$ cat src/rtl/video_tgen_sync.sv
// video_tgen_sync: programmable video timing generator that locks an AXI-Stream pixel source to DE/HSYNC/VSYNC.
module video_tgen_sync #(
    parameter int                     PIXEL_WIDTH = 24,
    parameter int                     H_WIDTH     = 12,
    parameter int                     V_WIDTH     = 12,
    parameter logic [4*H_WIDTH-1:0]   DEF_H       = {H_WIDTH'(2080), H_WIDTH'(1952), H_WIDTH'(1920), H_WIDTH'(1920)},
    parameter logic [4*V_WIDTH-1:0]   DEF_V       = {V_WIDTH'(1111), V_WIDTH'(1088), V_WIDTH'(1083), V_WIDTH'(1080)},
    parameter logic                   HS_POL      = 1'b1,
    parameter logic                   VS_POL      = 1'b0,
    parameter logic [PIXEL_WIDTH-1:0] FILL_COLOR  = '0
) (
    input  logic                   clk_i,
    input  logic                   rst_n_i,
    input  logic                   enable_i,
    input  logic                   cfg_we_i,
    input  logic [4*H_WIDTH-1:0]   cfg_h_i,
    input  logic [4*V_WIDTH-1:0]   cfg_v_i,
    input  logic                   in_axis_tvalid,
    output logic                   in_axis_tready,
    input  logic [PIXEL_WIDTH-1:0] in_axis_tdata,
    input  logic                   in_axis_tuser,
    output logic                   vid_de_o,
    output logic                   vid_hs_o,
    output logic                   vid_vs_o,
    output logic [PIXEL_WIDTH-1:0] vid_data_o,
    output logic                   vid_sof_o,
    output logic                   underflow_o,
    output logic                   locked_o
);
    typedef enum logic [1:0] {IDLE, SEEK, RUN} state_t;
    state_t state, state_nxt;
    logic [4*H_WIDTH-1:0] h_cfg, h_shadow;
    logic [4*V_WIDTH-1:0] v_cfg, v_shadow;
    logic [H_WIDTH-1:0] h_cnt, h_act, h_ss, h_se, h_tot;
    logic [V_WIDTH-1:0] v_cnt, v_act, v_ss, v_se, v_tot;
    logic running, h_end, v_end, last, first, active, head_sof, lose, take, starve;
    logic [PIXEL_WIDTH-1:0] data_nxt;

    assign {h_tot, h_se, h_ss, h_act} = h_cfg;
    assign {v_tot, v_se, v_ss, v_act} = v_cfg;
    assign running  = state != IDLE;
    assign h_end    = h_cnt == h_tot - H_WIDTH'(1);
    assign v_end    = v_cnt == v_tot - V_WIDTH'(1);
    assign last     = h_end && v_end;
    assign first    = h_cnt == '0 && v_cnt == '0;
    assign active   = h_cnt < h_act && v_cnt < v_act;
    assign head_sof = in_axis_tvalid && in_axis_tuser;
    // In RUN the stream stays aligned only while SOF appears exactly at (0,0)
    assign lose     = active && (first ? !head_sof : head_sof);
    assign locked_o = state == RUN;

    always_ff @(posedge clk_i) begin
        if (!rst_n_i) state <= IDLE;
        else          state <= state_nxt;
    end

    always_comb begin
        state_nxt = state == IDLE                      ? (enable_i ? SEEK : IDLE) :
                    last && !enable_i                  ? IDLE :
                    state == SEEK && last && head_sof  ? RUN  :
                    state == RUN && lose               ? SEEK : state;
    end

    always_comb begin
        in_axis_tready = state == SEEK ? !in_axis_tuser : locked_o && active && (in_axis_tuser == first);
        take           = in_axis_tvalid && in_axis_tready;
        starve         = locked_o && active && !in_axis_tvalid;
        data_nxt       = !active ? '0 : (locked_o && take) ? in_axis_tdata : FILL_COLOR;
    end

    always_ff @(posedge clk_i) begin
        if (!rst_n_i) begin
            h_cnt       <= '0;
            v_cnt       <= '0;
            h_shadow    <= DEF_H;
            v_shadow    <= DEF_V;
            h_cfg       <= DEF_H;
            v_cfg       <= DEF_V;
            vid_de_o    <= 1'b0;
            vid_hs_o    <= ~HS_POL;
            vid_vs_o    <= ~VS_POL;
            vid_data_o  <= '0;
            vid_sof_o   <= 1'b0;
            underflow_o <= 1'b0;
        end else begin
            if (cfg_we_i) begin
                h_shadow <= cfg_h_i;
                v_shadow <= cfg_v_i;
            end
            // A write coinciding with the frame's last pixel takes effect immediately
            if (!running || last) begin
                h_cfg <= cfg_we_i ? cfg_h_i : h_shadow;
                v_cfg <= cfg_we_i ? cfg_v_i : v_shadow;
            end
            h_cnt       <= (!running || h_end) ? '0 : h_cnt + H_WIDTH'(1);
            v_cnt       <= !running ? '0 : h_end ? (v_end ? '0 : v_cnt + V_WIDTH'(1)) : v_cnt;
            vid_de_o    <= running && active;
            vid_hs_o    <= (running && h_cnt >= h_ss && h_cnt < h_se) ? HS_POL : ~HS_POL;
            vid_vs_o    <= (running && v_cnt >= v_ss && v_cnt < v_se) ? VS_POL : ~VS_POL;
            vid_data_o  <= running ? data_nxt : '0;
            vid_sof_o   <= running && first;
            underflow_o <= starve;
        end
    end
endmodule

$ cat config.mk
export PLATFORM = sky130hd
export DESIGN_NAME = video_tgen_sync
export DESIGN_NICKNAME = d
export VERILOG_FILES = /design/src/rtl/video_tgen_sync.sv
export SDC_FILE = /design/constraint.sdc
export NUM_CORES = 1
export LEC_CHECK = 0
export ABC_AREA = 1
export BUFFER_PORTS_ARGS = -buffer_cell sky130_fd_sc_hd__buf_2
export CAP_MARGIN = 0
export CORE_UTILIZATION = 25
export CTS_CLUSTER_SIZE = 16
export DETAILED_ROUTE_END_ITERATION = 10
export SLEW_MARGIN = 20
export SYNTH_ARGS = -nofsm -noshare
export SYNTH_HDL_FRONTEND = slang
export SYNTH_SLANG_ARGS = --single-unit
$ cat constraint.sdc
create_clock -name clk_i -period 2.9 [get_ports clk_i]
set_clock_uncertainty 0.2 [all_clocks]
set_input_delay 0.435 -clock clk_i [delete_from_list [all_inputs] [get_ports clk_i]]
set_output_delay 0.435 -clock clk_i [all_outputs]
set_load 0.05 [all_outputs]
* Yosys cells after proc, flatten, opt, wreduce, memory -nomap -nowiden
Index checks and enable logic that the tools add are counted.
Operators by class: $add $sub $neg 4, magnitude comparators 6, eq/ne operators 5, muxes and demuxes 12, bitwise operators 1, reduce and logical (&&, ||, !) cells 35
Operators by type and width (number):
- 48-bit 2-to-1 mux | 2
- 12-bit < comparator | 4
- 12-bit by 1-bit adder with 12-bit output, second input constant | 2
- 12-bit equality test | 2
- 12-bit greater-or-equal comparator | 2
- 12-bit logical NOT | 2
- 12-bit by 1-bit subtractor with 12-bit output, second input constant | 2
- 1-bit logical AND | 20
- 12-bit 2-to-1 mux | 1
- 2-bit 2-to-1 mux | 4
- 1-bit logical NOT | 5
- 1-bit 2-to-1 mux | 5
- 4-bit AND reduction | 1
- 4-bit nonzero test | 1
- 2-bit by 1-bit equality test with 1-bit output, second input constant | 1
- 2-bit equality test, second input constant | 1
- 2-bit logical NOT | 1
- 1-bit logical OR | 2
- 2-bit AND reduction | 1
- 2-bit nonzero test | 1
- 2-bit OR reduction | 1
- 1-bit equality test | 1
- 1-bit NOT | 1
Storage, ports and cells: register bits 247, input port bits 126, output and inout bits 31, logic and storage cells 76

* Logic depth before layout (Yosys ltp)
Gate-level depths: netlist of the first run.
word-level depth 9, mapped depth 18

* Worst setup path after synthesis of the first run
No wires, ideal clock.
path type register to register, start reg v_cnt[9], end reg vid_data_o[10], library setup time 0.066 ns, data arrival time 2.510 ns, required time 2.634 ns, path slack 0.123 ns, stages on the path, launching flop included 11, buffers on the path 1, period minus slack after synthesis 2.777 ns, path through dfxtp_1 > ha_1 > a21o_1 > a221oi_1 > nand3_1 > nor2_1 > nand3_1 > o31ai_1 > nand2_1 > clkbuf_1 > nor2_1
Between the ends: longest elaborated chain between the ends 8, elaborated cells between the ends (all ways) 11, those cells by class 1 x order compare; 1 x eq/ne; 1 x mux; 8 x reduce/logical
RTL lines:
- start: declaration | RTL line 35 | logic [V_WIDTH-1:0] v_cnt, v_act, v_ss, v_se, v_tot;
- start signal: assignment | RTL line 96 | v_cnt <= !running ? '0 : h_end ? (v_end ? '0 : v_cnt + V_WIDTH'(1)) : v_cnt;
- 12-bit < comparator / 12-bit logical NOT (equally long branches) | RTL line 46, 45
- 1-bit logical AND (on tied branches) | RTL line 46, 45
- 1-bit logical AND / 1-bit equality test (equally long branches) | RTL line 65 | in_axis_tready = state == SEEK ? !in_axis_tuser : locked_o && active && (in_axis_tuser == first);
- 1-bit logical AND * | RTL line 65
- 1-bit 2-to-1 mux * | RTL line 65
- net in_axis_tready | RTL line 19 | output logic in_axis_tready,
- 1-bit logical AND * | RTL line 66 | take = in_axis_tvalid && in_axis_tready;
- 1-bit logical AND * | RTL line 68 | data_nxt = !active ? '0 : (locked_o && take) ? in_axis_tdata : FILL_COLOR;
- 4-bit AND reduction (no source line) *
- end signal: assignment | RTL line 100 | vid_data_o <= running ? data_nxt : '0;
- end: declaration | RTL line 25 | output logic [PIXEL_WIDTH-1:0] vid_data_o,
Mark *: on every way through the listed nets, which the timed path passes. The rest lies on a longest branch. A chain may end at the register's enable or synchronous reset.

* Worst setup path after layout of the first run
start reg v_cnt[11], end out in_axis_tready
Between the ends: longest elaborated chain between the ends 5, elaborated cells between the ends (all ways) 8, those cells by class 1 x order compare; 1 x eq/ne; 1 x mux; 5 x reduce/logical
RTL lines (RTL line):
- 12-bit < comparator / 12-bit logical NOT (equally long branches) | 46, 45
- 1-bit logical AND (on tied branches) | 46, 45
- 1-bit logical AND / 1-bit equality test (equally long branches) | 65
- 1-bit logical AND * | 65
- 1-bit 2-to-1 mux * | 65
- end: declaration | 19
Every way passes the cells marked *; elsewhere a longest branch is shown, timed or not.

==> results.toml, run 1 <==
[clocking]
clk_latency_ns = 0.56
clock_sinks = 247
path_clk_slew_ns = 0.06
cts_max_level = 1
cts_root_buf = "clkbuf_16"
tritoncts = "yes"
cts_buffers = 30
clockBufferDepth = 3

[timing]
slew_viol_final = 0
tns_ns = -0.0452
period_share_pct = 102
setup_viol = 1
worst_pin_slew_ns = 0.517
min_period_ns = 2.95
slew_headroom_pct = 65.2
clock.fmax_mhz = 340
timing.final.ws_setup_ns = -0.0452
holdWs_ns = 0.0204
rsz0062_at_grt = "yes"
finalHoldViolCount = 0

[setup_path]
slowest_stage = "dfxtp_1"
critical_path.most_common_cell = "nand3_2"
startpoint_type = "flop"
critical-path-top-delay-family = "simple AND/OR/NAND/NOR gates"
cp_max_fo = 3
cp.arrival_ns = 2.31
slowest_delay_ns = 0.44
crit_buf_inv = 2
path_cells = "ha_4 > nand2_1 > inv_1 > a221oi_2 > nand3_2 > nor2_4 > nand3_2 > o31ai_4 > buf_6"
crit_required_ns = 2.27
setup.worst_path.end_class = "primary output"
worstSetupPathType = "flop to primary output"

[floorplan]
die_y_um = 216
die-area_um2 = 46600
chipWidth_um = 216
num_rows = 77
initial_core_util_pct = 25.6
coreArea_um2 = 44700
num_io_pins = 157

[pwr]
irDropWorstVdd_mv = 0.329
p_leak_nw = 7.65
powerDensity_nw_per_um2 = 614

[synthesis]
synthCells = 1472
synth-main-ff-cell = "dfxtp_1"
synth_seq_area_share_pct = 43.2
syn_area_um2 = 11400
synth_top_area_cell = "dfxtp_1"
syn-num-nets = 1672
synth_top_area_share_pct = 43.2
synthArstFlopShare_pct = 0
ys_seq_elements = 247
synth.avg_cell_area_um2 = 7.77
ys_warn_count = 0
synth_area_leaders = "dfxtp_1 (43%), nand2_1 (8.3%), ha_1 (8.1%), nor2_1 (6.8%), inv_1 (5.9%)"
synth_enable_flop_cells = 0
synth_cell_types = 41

[grt]
antenna_found_initial = 0
grt_max_degree = 98
grt_usage_pct = 13.8
first_global_vias = 9786
grt_pass1_wl_um = 52000
grt-ovfl-total = 0

[placement]
place_hpwl_um = 23300
gp_congestion = 0.894
dp_slack_ns = 0.0977
place_inst = 2208
portBuffers = 156

[drt]
vias = 10200
wl_um = 32900
routedWlPerCell_um = 13.8
route.detailed.drc = 0
ant_nets = 0
via_per_inst = 4.28
drt_iter0_drc = 430
first_pass_iters = 5

[run]
maxCapViolations = 0

[final_layout]
fill_cells = 4662
syn2layout_area_growth_pct = 35.8
post-route-util_pct = 34.7
finalNonFillerCells = 2379
diodes = 0
layout-drive-gt1-share_pct = 22.3
nNetsFinal = 1966

[status]
violations = "negative setup slack"
status = "finished with violations"

[min_path]
hp-class = "input port to flop"
repair_timing:
action / CTS / global route
setup buffers: 5 / 6
cloned: 0 / 1
setup endpoints to repair: 1 / 20
pin swaps: 9 / 13
gates resized for setup: 27 / 32
hold endpoints to repair: 108 / 0
hold buffers: 106 / 0
flip-flops by register name, summed over array words and instances (netlist names), 2 cells and up:
register    cells
vid_data_o     24
v_cnt          12
h_shadow       48
state           2
v_cfg          48
h_cnt          12
v_shadow       48
h_cfg          48
kinds of logic after synthesis:
group / share of synthesized area (%)
compound gates: 13.5
xor+xnor: 2.65
fa+ha+maj: 8.10
buf+inv: 10.0
flops: 43.2
mux: 0.613
simple gates: 21.9
cell type report:
cell class                 instances  area [um^2]  area share (%)
multi-input combinational        945         5530            35.6
timing repair buffer             318         2410            15.5
tap                              592          741            4.77
inverter                         224          847            5.46
sequential                       247         4960            32.0
clock inverter                    10          165            1.06
clock buffer                      43          871            5.61
worst paths after layout:
kind / depth (start not counted) / slack [ns] / startpoint / endpoint
min reg2reg: 2 / 0.26 / h_shadow[22]$_SDFF_PN1_ / h_shadow[22]$_SDFF_PN1_
max reg2reg: 14 / 0.20 / v_cfg[37]$_SDFFE_PN1P_ / v_cfg[15]$_SDFFE_PN1P_
min: 3 / 0.02 / cfg_h_i[11] / h_shadow[11]$_SDFF_PN0_
max: 9 / -0.05 / v_cnt[11]$_SDFFE_PN0N_ / in_axis_tready
synth_stat cells (all sizes together) (14+ instances only):
cell type,count
nand2,258
dfxtp,247
inv,224
nor2,217
o21ai,106
nand3,82
ha,74
o22ai,56
a21oi,47
clkbuf,37
xor2,21
buf,19
nor3,19
nand4,14
metal layers:
layer	track usage, %	share of wire (%)	vias up
met1	20.1	52	4650
li1	-	-	5309
met2	21.4	43	192
met4	3.29	1.4	0
met3	1.58	3.5	27
met5	0	0	-
stage by stage:
| stage | area, um^2 | power, mW |
|---|---|---|
| floorplan | 11400 | 5.08 |
| finish | 15500 | 9.54 |
| global placement | 13100 | 5.48 |
| CTS | 15300 | 9.61 |
| global route | 15500 | 10.0 |
| detailed placement | 13100 | 5.54 |
placed cells by master (no fill, tap or decap), types with 40 or more instances in the layout:
master / count
nor2_1: 204
buf_4: 43
nand2_1: 253
o22ai_2: 40
o21ai_0: 81
nand3_1: 77
a21oi_1: 47
dfxtp_1: 232
inv_2: 49
inv_1: 173
ha_1: 68
buf_2: 155
dlygate4sd3_1: 106
power breakdown:
| part | internal (mW) | total, mW | switching (mW) |
|---|---|---|---|
| combinational | 0.724 | 1.73 | 1.01 |
| sequential | 3.73 | 3.92 | 0.192 |
| clock | 2.43 | 3.89 | 1.45 |
worst reg2reg max path: stages (launching register included):
cell and delay [ns]:
dfxtp_1 0.32, inv_1 0.08, ha_1 0.22, nand2_1 0.15
nor2_4 0.18, nand2_1 0.12, xor2_1 0.16, nor2_1 0.11
nand2_1 0.07, nor2_2 0.20, nand2_2 0.11, nand2_4 0.16
buf_12 0.20, buf_4 0.21, o21ai_0 0.09
Note: power is estimated with default switching activity, not from simulation.
==> inputs of run 2 (changes only) <==
--- a/config.mk
+++ b/config.mk
@@ -8,9 +8,11 @@
 export ABC_AREA = 1
 export BUFFER_PORTS_ARGS = -buffer_cell sky130_fd_sc_hd__buf_2
 export CAP_MARGIN = 0
+export CORE_MARGIN = 4
 export CORE_UTILIZATION = 25
 export CTS_CLUSTER_SIZE = 16
 export DETAILED_ROUTE_END_ITERATION = 10
+export GPL_TIMING_DRIVEN = 0
 export SLEW_MARGIN = 20
 export SYNTH_ARGS = -nofsm -noshare
 export SYNTH_HDL_FRONTEND = slang
==> run 2 against run 1 <==
Net effect:
- the flow still finishes with violations (negative setup slack)
- maximum frequency increased by 1.5%
- first-iteration DRC count increased by 17%
- core utilization decreased by 0.84 points
- total power decreased by 3.1%
- critical path depth decreased by 1
- combinational power increased by 2%
- worst setup slack improved by 0.044 ns
- register-to-register slack got worse by 0.04 ns
- sequential power about the same
- non-clock buffer count increased by 4
- design area decreased by 1.1%
- highest routed layer is now met5
==> results.toml, run 2 (synthesis gave the netlist of run 1 again) <==
[status]
status = "finished with violations"
violations = "negative setup slack"

[final_layout]
nNetsFinal = 1967
final_cell_mix = "nand2_1 (252), dfxtp_1 (216), nor2_1 (204)"
fill_cells = 4718
layout_commonest_cell = "nand2_1"
final_area_um2 = 15300
syn2layout_area_growth_pct = 34.2
post-route-util_pct = 33.9
layout-drive-gt1-share_pct = 23.2

[pwr]
finalPower_mw = 9.24
irDropWorstVdd_mv = 0.356
p_leak_nw = 7.50
powerDensity_nw_per_um2 = 602

[clocking]
cts_max_level = 1
tritoncts = "yes"
clk_latency_ns = 0.55
cts_buffers = 27
cts_root_buf = "clkbuf_16"
path_clk_slew_ns = 0.06
clock_sinks = 247
clockBufferDepth = 3

[setup_path]
startpoint_type = "flop"
startpoint = "h_cnt[9]$_SDFF_PP0_"
timing.reg2reg.setup_slack_ns = 0.16
worstSetupPathType = "flop to primary output"
ff2ff_path_depth = 16
rr_startpoint = "h_cfg[36]$_SDFFE_PN0P_"
r2r-end = "h_cfg[46]$_SDFFE_PN0P_"
cp.arrival_ns = 2.27
crit_required_ns = 2.27
cp_max_fo = 2
setup.worst_path.end_class = "primary output"
endpoint = "in_axis_tready"

[drt]
first_pass_iters = 4
ant_nets = 0
vias = 10200
drt_iter0_drc = 501
wl_um = 34500
routedWlPerCell_um = 14.5
route.detailed.drc = 0
via_per_inst = 4.28

[timing]
timing.final.ws_setup_ns = -0.00129
min_period_ns = 2.90
rsz0062_at_grt = "yes"
period_share_pct = 100
slew_viol_final = 0
worst_pin_slew_ns = 0.733
tns_ns = -0.00129
setup_viol = 1
slew_headroom_pct = 51.1
clock.fmax_mhz = 345
finalHoldViolCount = 0

[floorplan]
die-area_um2 = 49200
num_rows = 78
coreArea_um2 = 45300
chipWidth_um = 222
die_y_um = 222
num_io_pins = 157
initial_core_util_pct = 25.3

[placement]
place_hpwl_um = 26200
dp_slack_ns = -0.445
portBuffers = 154
gp_congestion = 0.870
post_dp_cell_area_um2 = 13000

[grt]
first_global_vias = 10300
grt_pass1_wl_um = 54900
grt-ovfl-total = 0
grt_max_degree = 14
antenna_found_initial = 3
grt_usage_pct = 13.6

[min_path]
hp-class = "input port to flop"

[run]
maxCapViolations = 0
[run 2: cell types whose count changed in the layout (fill, tap and decap cells not counted), sizes merged]
cell,change
dlygate4sd3,-13
inv,+1
clkinvlp,-3
diode,+3
buf,-19
clkinv,+2
clkbuf,+32
[run 2: cell type report]
class | instances | area [um^2] | share of cell area, %
diodes | 3 | 7.51 | 0.0489
plain buffers | 55 | 334 | 2.18
clock buffers | 39 | 751 | 4.89
clock inverters | 10 | 164 | 1.07
inverters | 224 | 846 | 5.51
multi-input cells | 945 | 5630 | 36.7
flip-flops and latches | 247 | 5010 | 32.6
well taps | 600 | 751 | 4.89
repair buffers | 267 | 1860 | 12.1
[run 2: how the worst min path moves through the flow]
stage          slack, ns                      end                    start  cells past startpoint
5_1_grt            0.005  h_shadow[17]$_SDFF_PN0_              cfg_h_i[17]                      3
3_3_place_gp        0.24  v_shadow[40]$_SDFF_PN1_  v_shadow[40]$_SDFF_PN1_                      2
3_5_place_dp        0.24   h_shadow[8]$_SDFF_PN1_   h_shadow[8]$_SDFF_PN1_                      2
6_report            0.02  h_shadow[17]$_SDFF_PN0_              cfg_h_i[17]                      3
4_1_cts           0.0003  v_shadow[32]$_SDFF_PN0_              cfg_v_i[32]                      3
2_1_floorplan       0.23  h_shadow[10]$_SDFF_PN1_  h_shadow[10]$_SDFF_PN1_                      2
[run 2: report_power, final]
part           switching (mW)  internal, mW  leakage [nW]  total, mW
clock                    1.41          2.15         0.442       3.56
combinational            1.05         0.722          5.00       1.77
sequential              0.193          3.72          2.06       3.91
[run 2: stage by stage]
step,cells,hold slack [ns]
2_1_floorplan,1472,0.227
3_3_place_gp,2226,0.242
3_5_place_dp,2226,0.244
4_1_cts,2370,0.000318
5_1_grt,2388,0.00481
6_report,2390,0.0171
[run 2: critical path, cell delays in order (launching register included)]
cell and delay (ns):
dfxtp_4 0.35, ha_4 0.23, a21o_1 0.19, a221oi_4 0.26, nand3_4 0.16, nor2_4 0.13, nand3_2 0.10, o31ai_4 0.08
buf_6 0.19
[run 2: timing repair]
action / 4_1_cts / 5_1_grt
resized for setup: 41 / 85
pin swaps: 10 / 20
endpoints found under the setup margin: 130 / 131
endpoints found under the hold margin: 94 / 0
buffers inserted: 3 / 17
hold buffers: 93 / 0
[run 2: routing by layer]
layer | part of all wire, % | global-route usage (%) | up-vias
met5 | 0.058 | 0 | -
met4 | 3.4 | 4.92 | 4
met3 | 4.3 | 1.87 | 59
met2 | 44 | 22.1 | 184
met1 | 48 | 18.5 | 4667
li1 | - | - | 5320
